<file path="config.mk">
export PLATFORM = sky130hd
export DESIGN_NAME = load_store_unit
export DESIGN_NICKNAME = d
export VERILOG_FILES = /design/src/rtl/lsu_pkg.sv /design/src/rtl/lsu_align.sv /design/src/rtl/load_store_unit.sv
export SDC_FILE = /design/constraint.sdc
export NUM_CORES = 1
export LEC_CHECK = 0
export CORE_ASPECT_RATIO = 1.25
export CORE_MARGIN = 2
export CORE_UTILIZATION = 45
export CTS_CLUSTER_DIAMETER = 100
export DETAILED_ROUTE_END_ITERATION = 7
export GPL_ROUTABILITY_DRIVEN = 0
export PLACE_DENSITY = 0.74
export SYNTH_ARGS = -nofsm -noshare
export SYNTH_HDL_FRONTEND = slang
export SYNTH_HIERARCHICAL = 1
export SYNTH_SLANG_ARGS = --single-unit
export TNS_END_PERCENT = 1
</file>
<file path="constraint.sdc">
create_clock -name clk -period 13.9 [get_ports clk]
set_clock_uncertainty 0.15 [all_clocks]
set_input_delay 2.085 -clock clk [delete_from_list [all_inputs] [get_ports clk]]
set_output_delay 2.085 -clock clk [all_outputs]
set_load 0.005 [all_outputs]
</file>
<file path="src/rtl/lsu_pkg.sv">
// Shared types and helpers for the load/store unit.
// Access sizes, FSM states and the byte count of each access size.
package lsu_pkg;

    typedef enum logic [2:0] {
        SzD   = 3'd0,
        SzW   = 3'd1,
        SzH   = 3'd2,
        SzB   = 3'd3,
        SzWu  = 3'd4,
        SzHu  = 3'd5,
        SzBu  = 3'd6,
        SzBad = 3'd7
    } ls_size_t;

    typedef enum logic [1:0] {
        StIdle,
        StRdWait,
        StWrite,
        StResp
    } lsu_state_t;

    // Illegal size reports 1 so it never adds an alignment constraint.
    function automatic logic [3:0] size_bytes(ls_size_t size);
        case (size)
            SzD:        size_bytes = 4'd8;
            SzW, SzWu:  size_bytes = 4'd4;
            SzH, SzHu:  size_bytes = 4'd2;
            default:    size_bytes = 4'd1;
        endcase
    endfunction

endpackage

</file>
<file path="src/rtl/lsu_align.sv">
// Byte-lane steering for the load/store unit: load extraction with extension,
// and store merge of sub-doubleword data into an old doubleword.
module lsu_align
    import lsu_pkg::*;
(
    input  logic [63:0] rdata_i,
    input  logic [63:0] old_i,
    input  logic [63:0] wdata_i,
    input  logic [2:0]  offset_i,
    input  logic [2:0]  size_i,
    output logic [63:0] load_o,
    output logic [63:0] merge_o
);

    ls_size_t    size;
    logic [63:0] rshift;
    logic [63:0] wshift;
    logic [3:0]  lane_lo;
    logic [3:0]  lane_hi;

    assign size    = ls_size_t'(size_i);
    assign rshift  = rdata_i >> {offset_i, 3'b000};
    assign wshift  = wdata_i << {offset_i, 3'b000};
    assign lane_lo = {1'b0, offset_i};
    assign lane_hi = lane_lo + size_bytes(size);

    always_comb begin
        case (size)
            SzW:     load_o = {{32{rshift[31]}}, rshift[31:0]};
            SzH:     load_o = {{48{rshift[15]}}, rshift[15:0]};
            SzB:     load_o = {{56{rshift[7]}}, rshift[7:0]};
            SzWu:    load_o = {32'd0, rshift[31:0]};
            SzHu:    load_o = {48'd0, rshift[15:0]};
            SzBu:    load_o = {56'd0, rshift[7:0]};
            default: load_o = rshift;
        endcase
    end

    // Lanes [offset, offset+size) take the shifted store data.
    always_comb begin
        merge_o = old_i;
        for (int i = 0; i < 8; i++) begin
            if (4'(i) >= lane_lo && 4'(i) < lane_hi) begin
                merge_o[8*i +: 8] = wshift[8*i +: 8];
            end
        end
    end

endmodule

</file>
<file path="src/rtl/load_store_unit.sv">
// Multicycle load/store engine between the datapath and a 64-bit data memory with
// registered read; sub-doubleword stores are read-modify-write, bad requests trap.
module load_store_unit
    import lsu_pkg::*;
#(
    parameter int unsigned ADDR_W  = 64,
    parameter int unsigned DATA_W  = 64,
    parameter int unsigned MEM_LAT = 1
) (
    input  logic              clk,
    input  logic              rst,
    input  logic              req_valid,
    output logic              req_ready,
    input  logic              req_store,
    input  logic [2:0]        req_size,
    input  logic [ADDR_W-1:0] req_addr,
    input  logic [DATA_W-1:0] req_wdata,
    output logic              resp_valid,
    output logic              resp_err,
    output logic [DATA_W-1:0] resp_rdata,
    output logic [ADDR_W-1:0] mem_addr,
    output logic              mem_wr,
    output logic [DATA_W-1:0] mem_wdata,
    input  logic [DATA_W-1:0] mem_rdata
);

    lsu_state_t        state_q, state_d;
    logic [2:0]        cnt_q, cnt_d;
    logic [ADDR_W-1:0] addr_q, addr_d;
    logic [DATA_W-1:0] wdata_q, wdata_d;
    logic [2:0]        size_q, size_d;
    logic              store_q, store_d;
    logic              err_q, err_d;
    logic [DATA_W-1:0] old_q, old_d;
    logic [DATA_W-1:0] rdata_q, rdata_d;

    ls_size_t          req_size_e;
    logic [3:0]        req_nbytes;
    logic              req_bad;
    logic [DATA_W-1:0] load_data;
    logic [DATA_W-1:0] merge_data;

    assign req_size_e = ls_size_t'(req_size);
    assign req_nbytes = size_bytes(req_size_e);
    assign req_bad    = (req_size_e == SzBad)
                     || (req_store && (req_size_e inside {SzWu, SzHu, SzBu}))
                     || ((req_addr[2:0] & 3'(req_nbytes - 4'd1)) != 3'd0);

    lsu_align u_align (
        .rdata_i  (mem_rdata),
        .old_i    (old_q),
        .wdata_i  (wdata_q),
        .offset_i (addr_q[2:0]),
        .size_i   (size_q),
        .load_o   (load_data),
        .merge_o  (merge_data)
    );

    always_comb begin
        state_d = state_q;
        cnt_d   = cnt_q;
        addr_d  = addr_q;
        wdata_d = wdata_q;
        size_d  = size_q;
        store_d = store_q;
        err_d   = err_q;
        old_d   = old_q;
        rdata_d = rdata_q;
        unique case (state_q)
            StIdle: begin
                if (req_valid) begin
                    addr_d  = req_addr;
                    wdata_d = req_wdata;
                    size_d  = req_size;
                    store_d = req_store;
                    err_d   = req_bad;
                    cnt_d   = 3'(MEM_LAT);
                    if (req_bad) begin
                        state_d = StResp;
                    end else if (req_store && req_size_e == SzD) begin
                        state_d = StWrite;
                    end else begin
                        state_d = StRdWait;
                    end
                end
            end
            StRdWait: begin
                // Counter hits zero in the cycle the memory word is valid.
                if (cnt_q == 3'd0) begin
                    if (store_q) begin
                        old_d   = mem_rdata;
                        state_d = StWrite;
                    end else begin
                        rdata_d = load_data;
                        state_d = StResp;
                    end
                end else begin
                    cnt_d = cnt_q - 3'd1;
                end
            end
            StWrite: state_d = StResp;
            StResp:  state_d = StIdle;
            default: state_d = StIdle;
        endcase
    end

    always_ff @(posedge clk or posedge rst) begin
        if (rst) begin
            state_q <= StIdle;
            cnt_q   <= '0;
            addr_q  <= '0;
            wdata_q <= '0;
            size_q  <= '0;
            store_q <= 1'b0;
            err_q   <= 1'b0;
            old_q   <= '0;
            rdata_q <= '0;
        end else begin
            state_q <= state_d;
            cnt_q   <= cnt_d;
            addr_q  <= addr_d;
            wdata_q <= wdata_d;
            size_q  <= size_d;
            store_q <= store_d;
            err_q   <= err_d;
            old_q   <= old_d;
            rdata_q <= rdata_d;
        end
    end

    assign req_ready  = (state_q == StIdle);
    assign resp_valid = (state_q == StResp);
    assign resp_err   = (state_q == StResp) && err_q;
    assign resp_rdata = rdata_q;
    assign mem_addr   = {addr_q[ADDR_W-1:3], 3'b000};
    assign mem_wr     = (state_q == StWrite);
    assign mem_wdata  = (state_q == StWrite) ? merge_data : '0;

endmodule
</file>
# --- After elaboration in Yosys (flattened, before gate mapping) ---
# Index checks and enable logic that the tools add are counted.
word_totals:
  regBits: 266
classes:
  reduce_logical: 29
  mux: 21
  addsub: 3
  bitwise: 2
  order_cmp: 16
  eq_ne: 18
  shift: 2
op_table:
  columns: ["operator", "count"]
  rows:
  - ["case mux 64 bit (6 select lines)", 1]
  - ["2-to-1 mux 64 bit", 1]
  - ["2-to-1 mux 8 bit", 8]
  - ["left shift 64 x 6 -> 64 bit", 1]
  - ["right shift 64 x 6 -> 64 bit", 1]
  - ["equality test 3 bit, second input constant", 7]
  - ["less-than comparator 3 x 4 -> 1 bit, first input constant", 4]
  - ["greater-or-equal comparator 3 bit, first input constant", 4]
  - ["case mux 4 bit (3 select lines)", 1]
  - ["logical AND 1 bit", 11]
  - ["equality test 3 x 2 -> 1 bit, second input constant", 3]
  - ["zero test 3 bit", 3]
  - ["case mux 3 bit (3 select lines)", 1]
  - ["AND reduction 3 bit", 3]
  - ["less-than comparator 1 x 4 -> 1 bit, first input constant", 2]
  - ["less-than comparator 2 x 4 -> 1 bit, first input constant", 2]
  - ["2-to-1 mux 2 bit", 4]
  - ["case mux 2 bit (4 select lines)", 1]
  - ["OR reduction 2 bit", 4]
  - ["equality test 3 x 1 -> 1 bit, second input constant", 2]
  - ["greater-or-equal comparator 1 x 3 -> 1 bit, first input constant", 2]
  - ["greater-or-equal comparator 2 x 3 -> 1 bit, first input constant", 2]
  - ["2-to-1 mux 3 bit", 2]
  - ["!= test 2 bit, second input constant", 3]
  - ["other kinds (13)", 18]

# --- Depth between registers and ports, before layout ---
# Gate-level depths: netlist (run 1).
depth:
  depth_word: 10
  depth_mapped: 12

# --- Hierarchy ---
# Netlist (run 1), hierarchy kept.
by_module_without_submodules:
  columns: ["module", "cells_each", "n_inst", "seq_area_each_um2", "area_per_inst_um2"]
  rows:
  - ["load_store_unit", 744, 1, 6656.4, 11023.1]
  - ["lsu_align", 663, 1, 0.0, 4654.5]

# --- Worst setup path before layout (run 1) ---
# OpenSTA, ideal clock, no wires.
synth_timing:
  path_kind: "flip-flop to output port"
  startpoint: "reg size_q[2]"
  endpoint: "out mem_wdata[0]"
  required_time_ps: 11665
  setup_slack_ps: 9014
  path_stages_with_launch: 11
  arrival_time_ps: 2651
  cell_sequence: "dfrtp_1 -> nor2_1 -> nand2_1 -> o21ai_0 -> ha_1 -> a21o_1 -> a21oi_2 -> xnor2_1 -> o41ai_4 -> mux2_2 -> and2_1"
synth_between:
  elab_chain_len: 8
  elab_cells_between_ends: 13
  cone_classes: "add/sub: 1; order compare: 1; eq/ne: 4; mux: 3; reduce/logical: 4"
synth_lines:
  columns: ["element", "line_no", "text"]
  rows:
  - ["from (decl)", "load_store_unit.sv:31", "logic [2:0] size_q, size_d;"]
  - ["from (signal assigned)", "load_store_unit.sv:123", "size_q <= size_d;"]
  - ["equality test 3 x 2 -> 1 bit (tied with other cells)", "lsu_pkg.sv:25", "case (size)"]
  - ["OR reduction 2 bit", "lsu_pkg.sv:25", null]
  - ["case mux 4 bit (3 select lines) (*)", "lsu_pkg.sv:25", null]
  - ["adder 3 x 4 -> 4 bit (*)", "lsu_align.sv:25", "assign lane_hi = lane_lo + size_bytes(size);"]
  - ["less-than comparator 1 x 4 -> 1 bit (*)", "lsu_align.sv:43", "if (4'(i) >= lane_lo && 4'(i) < lane_hi) begin"]
  - ["logical AND 1 bit (*)", "lsu_align.sv:43", null]
  - ["2-to-1 mux 8 bit (*)", "lsu_align.sv:43", null]
  - ["named net merge_data[0]", "load_store_unit.sv:41", "logic [DATA_W-1:0] merge_data;"]
  - ["2-to-1 mux 64 bit (*)", "load_store_unit.sv:137", "assign mem_wdata = (state_q == StWrite) ? merge_data : '0;"]
  - ["to (decl)", "load_store_unit.sv:23", "output logic [DATA_W-1:0] mem_wdata,"]
# Mark *: on every way through the listed nets, which the timed path passes. The rest lies on a longest branch.

# --- Worst setup path after layout (run 1) ---
layout_timing:
  startpoint: "reg addr_q[1]"
  endpoint: "out mem_wdata[35]"
layout_between:
  elab_chain_len: 5
  elab_cells_between_ends: 7
  cone_classes: "add/sub: 1; order compare: 2; shift: 1; mux: 2; reduce/logical: 1"
layout_lines:
  columns: ["element", "line_no", "text"]
  rows:
  - ["from (decl)", "load_store_unit.sv:29", "logic [ADDR_W-1:0] addr_q, addr_d;"]
  - ["from (signal assigned)", "load_store_unit.sv:121", "addr_q <= addr_d;"]
  - ["adder 3 x 4 -> 4 bit", "lsu_align.sv:25", null]
  - ["less-than comparator 3 x 4 -> 1 bit", "lsu_align.sv:43", null]
  - ["logical AND 1 bit", "lsu_align.sv:43", null]
  - ["2-to-1 mux 8 bit (*)", "lsu_align.sv:43", null]
  - ["named net merge_data[35]", "load_store_unit.sv:41", null]
  - ["2-to-1 mux 64 bit (*)", "load_store_unit.sv:137", null]
# Marks and branches as above.

==> metrics.cfg, run 1 <==
[global_routing]
grt_pass1_wl_um=78600
grt_usage=0.290
grt-ovfl-total=0
grt_max_degree=119
grt_pass1_vias=12600
antenna_found_initial=2

[timing]
rsz0062_at_grt=false
worst_pin_slew_ns=1.24
finalHoldViolCount=0
max_freq_mhz=146
tns_ns=0
slew_violations=0
slew_headroom=0.170
post-route-period-util=0.493
setup_viol=0
fin_crit_ns=6.85

[yosys]
synthDominantCellAreaShare=0.425
yosys_warnings=6
synthTopCellsByArea=dfrtp_1 (42%), mux2_2 (24%), mux2i_1 (5.1%)
synth_ff_type=dfrtp_1
ys_types=60
synth.avg_cell_area_um2=11.1
ys_seq_elements=266
yosysTopAreaCell=dfrtp_1
synth_edf_count=0
syn-cell-area_um2=15700
syn-instance-count=1407
synthArstFlopShare=1.00
seq_area_frac_synth=0.425

[routing]
wirelength_um=53100
wire_per_inst_um=24.4
first_iter_violations=968
viasPerCell=5.70
ant_nets=0
first_pass_iters=8
drc=0
dr_total_vias=12400

[critical_path]
cp-start-kind=flip-flop
reg2reg_from=addr_q[1]
startpoint=addr_q[1]
cp-endpoint=mem_wdata[35]
crit_family=buffers and inverters
worstPathMaxFanout=71
crit_chain=buf_4 -> inv_2 -> nor2_1 -> a22oi_1 -> o22ai_1 -> mux2_2 -> and2_1 -> clkdlybuf4s50_1
max_stage_delay_ns=0.85
criticalPathCategory=flip-flop to output pin
end_kind=output pin
reg2reg_slack_ns=9.70
critPathArrivalTime_ns=4.61
crit_cells=8
cpMaxStageDelayCell=buf_4
reg2reg_depth=6
rr_endpoint=resp_rdata[49]
critPathBufInv=3
cp.required_ns=11.66

[clocking]
cts_resized=0
root_buffer=clkbuf_16
cts_inserted_buffers=29
clk_pin_slew_ns=0.06
cts_hold_buf=0
clock_latency_ns=0.56
cts_tree=yes
cts.htree.levels=1
ctsLongestPathBuffers=3
clkSinkCount=266
post_cts_buffers=0

[floorplan]
core_um2=34400
rows=76
start_util=0.455
die_h_um=213
die-area_um2=36400
die_w_um=171
io_pins=395

[placement]
portBuffers=391
dp_hpwl_um=39300

[run_status]
status=complete, no violations

[power_and_ir_drop]
power_per_cell_area_nw_per_um2=268
p_leak_nw=8.61
ir_worst_vdd_mv=0.137

[cells_and_area]
finish.utilization=0.591
fillCellCount=2959
drive_gt1_frac=0.254
synthToLayoutAreaGrowth_pct=29.7
final_cell_mix=clkdlybuf4s50_1 (391), mux2_2 (332), dfrtp_1 (263)
nNetsFinal=1897
final_common_cell=clkdlybuf4s50_1

[min_path]
hold_class=flip-flop to flip-flop
min_from=resp_rdata[49]

[run]
maxCapViolCount=0

[per-stage QoR]
stage	setup WS (ns)	std cells	total power, mW	cell area [um^2]	hold slack [ns]
6_report	7.05	2178	5.46	20300	0.343
5_1_grt	6.81	2178	5.75	20300	0.351
4_1_cts	7.09	2176	5.43	20300	0.345
3_5_place_dp	7.70	2125	4.59	19300	0.331
3_3_place_gp	7.76	2125	4.54	19300	0.319
2_1_floorplan	4.34	1409	3.42	15700	0.292
[where the power goes]
part           internal, mW  total (mW)  switching, mW
sequential             1.16        1.51          0.347
clock                 0.487       0.812          0.326
combinational          1.64        3.14           1.49
[synth_stat cells (all sizes together), types with 7 or more instances]
cell	n
nand2	145
a32oi	7
o22ai	13
a21oi	48
nor3	7
a31oi	12
ha	9
o2bb2ai	8
clkbuf	25
and2	70
o21ai	70
nor2	57
mux2i	80
buf	132
mux4	19
a211oi	14
dfrtp	266
nor2b	12
inv	21
mux2	337
[how the worst min path moves through the flow]
stage | to | slack (ns) | cells past startpoint
5_1_grt | resp_rdata[49] | 0.35 | 1
3_3_place_gp | err_q | 0.32 | 2
6_report | resp_rdata[49] | 0.34 | 1
4_1_cts | err_q | 0.35 | 2
2_1_floorplan | err_q | 0.29 | 2
3_5_place_dp | err_q | 0.33 | 2
[state kept, by name, indices dropped and copies added (netlist names)]
register,count
state_q,2
old_q,64
size_q,3
cnt_q,3
err_q,1
addr_q,64
resp_rdata,64
wdata_q,64
store_q,1
[cell type report]
cell class | count | area, um^2 | share of cell area
antenna | 2 | 5.00 | 0.000246
clock buffer | 39 | 823 | 0.0405
clock inverter | 12 | 170 | 0.00837
inverter | 21 | 86.3 | 0.00425
multi-input combinational | 965 | 7980 | 0.392
sequential | 266 | 6670 | 0.328
tap | 468 | 586 | 0.0288
timing repair buffer | 405 | 4020 | 0.198
[layer usage]
layer,vias up,share of wire,routed length (um),global-route usage
met5,-,0,0,0
met4,0,0.058,3090,0.150
met3,172,0.090,4770,0.0632
met2,703,0.47,25000,0.472
met1,6024,0.38,20200,0.362
li1,5507,-,-,-
[logic make-up after synthesis]
family                     synth area share
AOI/OAI and AO/OA                    0.0840
xor gates and xnor gates            0.00168
adders and majority gates           0.00846
buffers and inverters                0.0683
DFF                                   0.425
muxes                                 0.320
other                              0.000239
and+or+nand+nor                      0.0923
Note: power is estimated with default switching activity, not from simulation.
==> run 2: changes to the inputs <==
--- a/config.mk
+++ b/config.mk
@@ -11,7 +11,7 @@
 export CTS_CLUSTER_DIAMETER = 100
 export DETAILED_ROUTE_END_ITERATION = 7
 export GPL_ROUTABILITY_DRIVEN = 0
-export PLACE_DENSITY = 0.74
+export PLACE_DENSITY = 0.77
 export SYNTH_ARGS = -nofsm -noshare
 export SYNTH_HDL_FRONTEND = slang
 export SYNTH_HIERARCHICAL = 1
==> constraint.sdc (replaced) <==
create_clock -name clk -period 6.15 [get_ports clk]
set_clock_uncertainty 0.15 [all_clocks]
set_input_delay 0.9225 -clock clk [delete_from_list [all_inputs] [get_ports clk]]
set_output_delay 0.9225 -clock clk [all_outputs]
set_load 0.005 [all_outputs]
==> run 2 against run 1 <==
Effect of this change:
- combinational power is 130% higher
- via count grew 0.27%
- clock power increased to 2.5 times the previous value
- power rose by 130%
- register-to-register slack got worse by 8.0 ns
- utilization increased by 0.52 points
- hold slack worse by 0.0093 ns
- count of clock-buffer cells in the layout rose by 2
- non-clock buffer count up 4
- critical path type unchanged
- highest routed layer unchanged
==> metrics.cfg, run 2 (synthesis results as in run 1) <==
[routing]
dr_total_vias=12400  ; about the same
viasPerCell=5.69  ; was 5.70
wirelength_um=52500  ; was 53100 um
wire_per_inst_um=24.0  ; was 24.4 um
ant_nets=0  ; unchanged
first_iter_violations=1184  ; was 968
drc=0  ; unchanged
first_pass_iters=8  ; unchanged

[power_and_ir_drop]
total_power_mw=12.5  ; was 5.46 mW
ir_worst_vdd_mv=0.336  ; was 0.137 mV
p_leak_nw=8.70  ; was 8.61 nW
power_per_cell_area_nw_per_um2=609  ; was 268 nW/um^2

[floorplan]
io_pins=395  ; unchanged
die_h_um=213  ; unchanged
die-area_um2=36400  ; unchanged
die_w_um=171  ; unchanged
rows=76  ; unchanged
start_util=0.455  ; unchanged
core_um2=34400  ; unchanged

[clocking]
cts_hold_buf=0  ; unchanged
clock_latency_ns=0.57  ; was 0.56 ns
ctsLongestPathBuffers=3  ; unchanged
cts.htree.levels=1  ; unchanged
clkSinkCount=266  ; unchanged
cts_tree=yes  ; unchanged
cts_inserted_buffers=30  ; was 29
post_cts_buffers=0  ; unchanged
root_buffer=clkbuf_16  ; unchanged
cts_resized=0  ; unchanged
clk_pin_slew_ns=0.06  ; about the same

[critical_path]
critPathArrivalTime_ns=4.58  ; was 4.61 ns
reg2reg_from=addr_q[1]  ; unchanged
worstPathMaxFanout=23  ; was 71
max_stage_delay_ns=0.94  ; was 0.85 ns
criticalPathCategory=flip-flop to output pin  ; unchanged
crit_chain=nor2_1 -> nand2_1 -> o21ai_0 -> ha_1 -> a21o_1 -> a21oi_2 -> xnor2_2 -> o31a_1 -> mux2_2 -> and2_1 -> clkdlybuf4s50_1  ; was buf_4 -> inv_2 -> nor2_1 -> a22oi_1 -> o22ai_1 -> mux2_2 -> and2_1 -> clkdlybuf4s50_1
cpMaxStageDelayCell=xnor2_2  ; was buf_4
cp-start-kind=flip-flop  ; unchanged
cp.required_ns=5.08  ; was 11.66 ns
startpoint=size_q[2]  ; was addr_q[1]
end_kind=output pin  ; unchanged

[timing]
slew_headroom=0.168  ; was 0.170
post-route-period-util=0.918
tns_ns=0  ; unchanged
max_freq_mhz=177
worst_pin_slew_ns=1.24  ; about the same
rsz0062_at_grt=false  ; unchanged
finalHoldViolCount=0  ; unchanged
setup_viol=0  ; unchanged
fin_crit_ns=5.65
slew_violations=0  ; unchanged

[global_routing]
antenna_found_initial=2  ; unchanged
grt_usage=0.282  ; was 0.290
grt_pass1_wl_um=76600  ; was 78600 um
grt-ovfl-total=0  ; unchanged
grt_pass1_vias=12400  ; was 12600
grt_max_degree=169  ; was 119

[min_path]
min_from=resp_rdata[52]  ; was resp_rdata[49]
hold_class=flip-flop to flip-flop  ; unchanged

[placement]
dp_hpwl_um=39100  ; was 39300 um
placed_cell_area_um2=19400  ; was 19300 um^2
portBuffers=391  ; unchanged

[cells_and_area]
synthToLayoutAreaGrowth_pct=30.8  ; was 29.7%
final_common_cell=clkdlybuf4s50_1  ; unchanged
drive_gt1_frac=0.257  ; was 0.254
final_cell_mix=clkdlybuf4s50_1 (391), mux2_2 (332), dfrtp_1 (263)  ; unchanged
nNetsFinal=1902  ; was 1897
final_cell_area_um2=20500  ; was 20300 um^2

[run]
maxCapViolCount=0  ; unchanged

[run_status]
status=complete, no violations  ; unchanged

[run 2: changes by cell type in the layout (fill, tap and decap cells not counted), moves of 2 or more]
| cell | change |
|---|---|
| buf_4 | +3 |
| bufinv_16 | +3 |
| clkbuf_16 | +2 |
| clkinv_2 | -2 |
[run 2: power by group]
group / total [mW] / switching (mW) / internal, mW
logic: 7.11 / 3.40 / 3.72
registers: 3.33 / 0.706 / 2.62
clock network: 2.05 / 0.758 / 1.29
[run 2: final cells by class]
class / count / area [um^2]
Antenna cell: 3 / 7.51
Clock buffer: 41 / 883
Clock inverter: 13 / 250
Fill cell: 2876 / 13900
Inverter: 21 / 82.6
Multi-Input combinational cell: 965 / 7970
Sequential cell: 266 / 6670
Tap cell: 468 / 586
Timing Repair Buffer: 409 / 4060
[run 2: final timing paths]
check                            endpoint  slack (ns)  cells past startpoint
max                         mem_wdata[14]        0.50                     11
min                        resp_rdata[52]        0.33                      1
max reg2reg                resp_rdata[31]        1.71                      8
min reg2reg                resp_rdata[52]        0.33                      1
max in group asynchronous  resp_rdata[46]        3.92                      4
min in group asynchronous     wdata_q[16]        0.71                      3
[run 2: worst max-delay path, delay by kind of cell (launching register included)]
kind | cells | cell delay [ns]
adder cells (fa/ha/maj) | 1 | 0.33
flip-flops | 1 | 0.47
AO/OA/AOI/OAI | 4 | 1.01
multiplexers | 1 | 0.41
AND/OR/NAND/NOR | 3 | 0.38
buffers and inverters | 1 | 0.46
XOR/XNOR | 1 | 0.94
[run 2: per-layer routing]
layer | GRT usage | part of all wire | up-vias
met5 | 0 | 0 | -
met4 | 0.141 | 0.050 | 0
met3 | 0.0601 | 0.087 | 137
met2 | 0.463 | 0.48 | 686
met1 | 0.352 | 0.38 | 6112
li1 | - | - | 5504
[run 2: stage by stage]
stage	util	setup WS, ns	std cells	hold WS (ns)
after floorplan	-	1.57	1409	0.292
after global placement	0.563	1.22	2129	0.318
after detailed placement	0.563	1.13	2129	0.325
after CTS	0.596	0.477	2183	0.339
after global routing	0.596	0.191	2184	0.365
final	0.596	0.502	2186	0.333
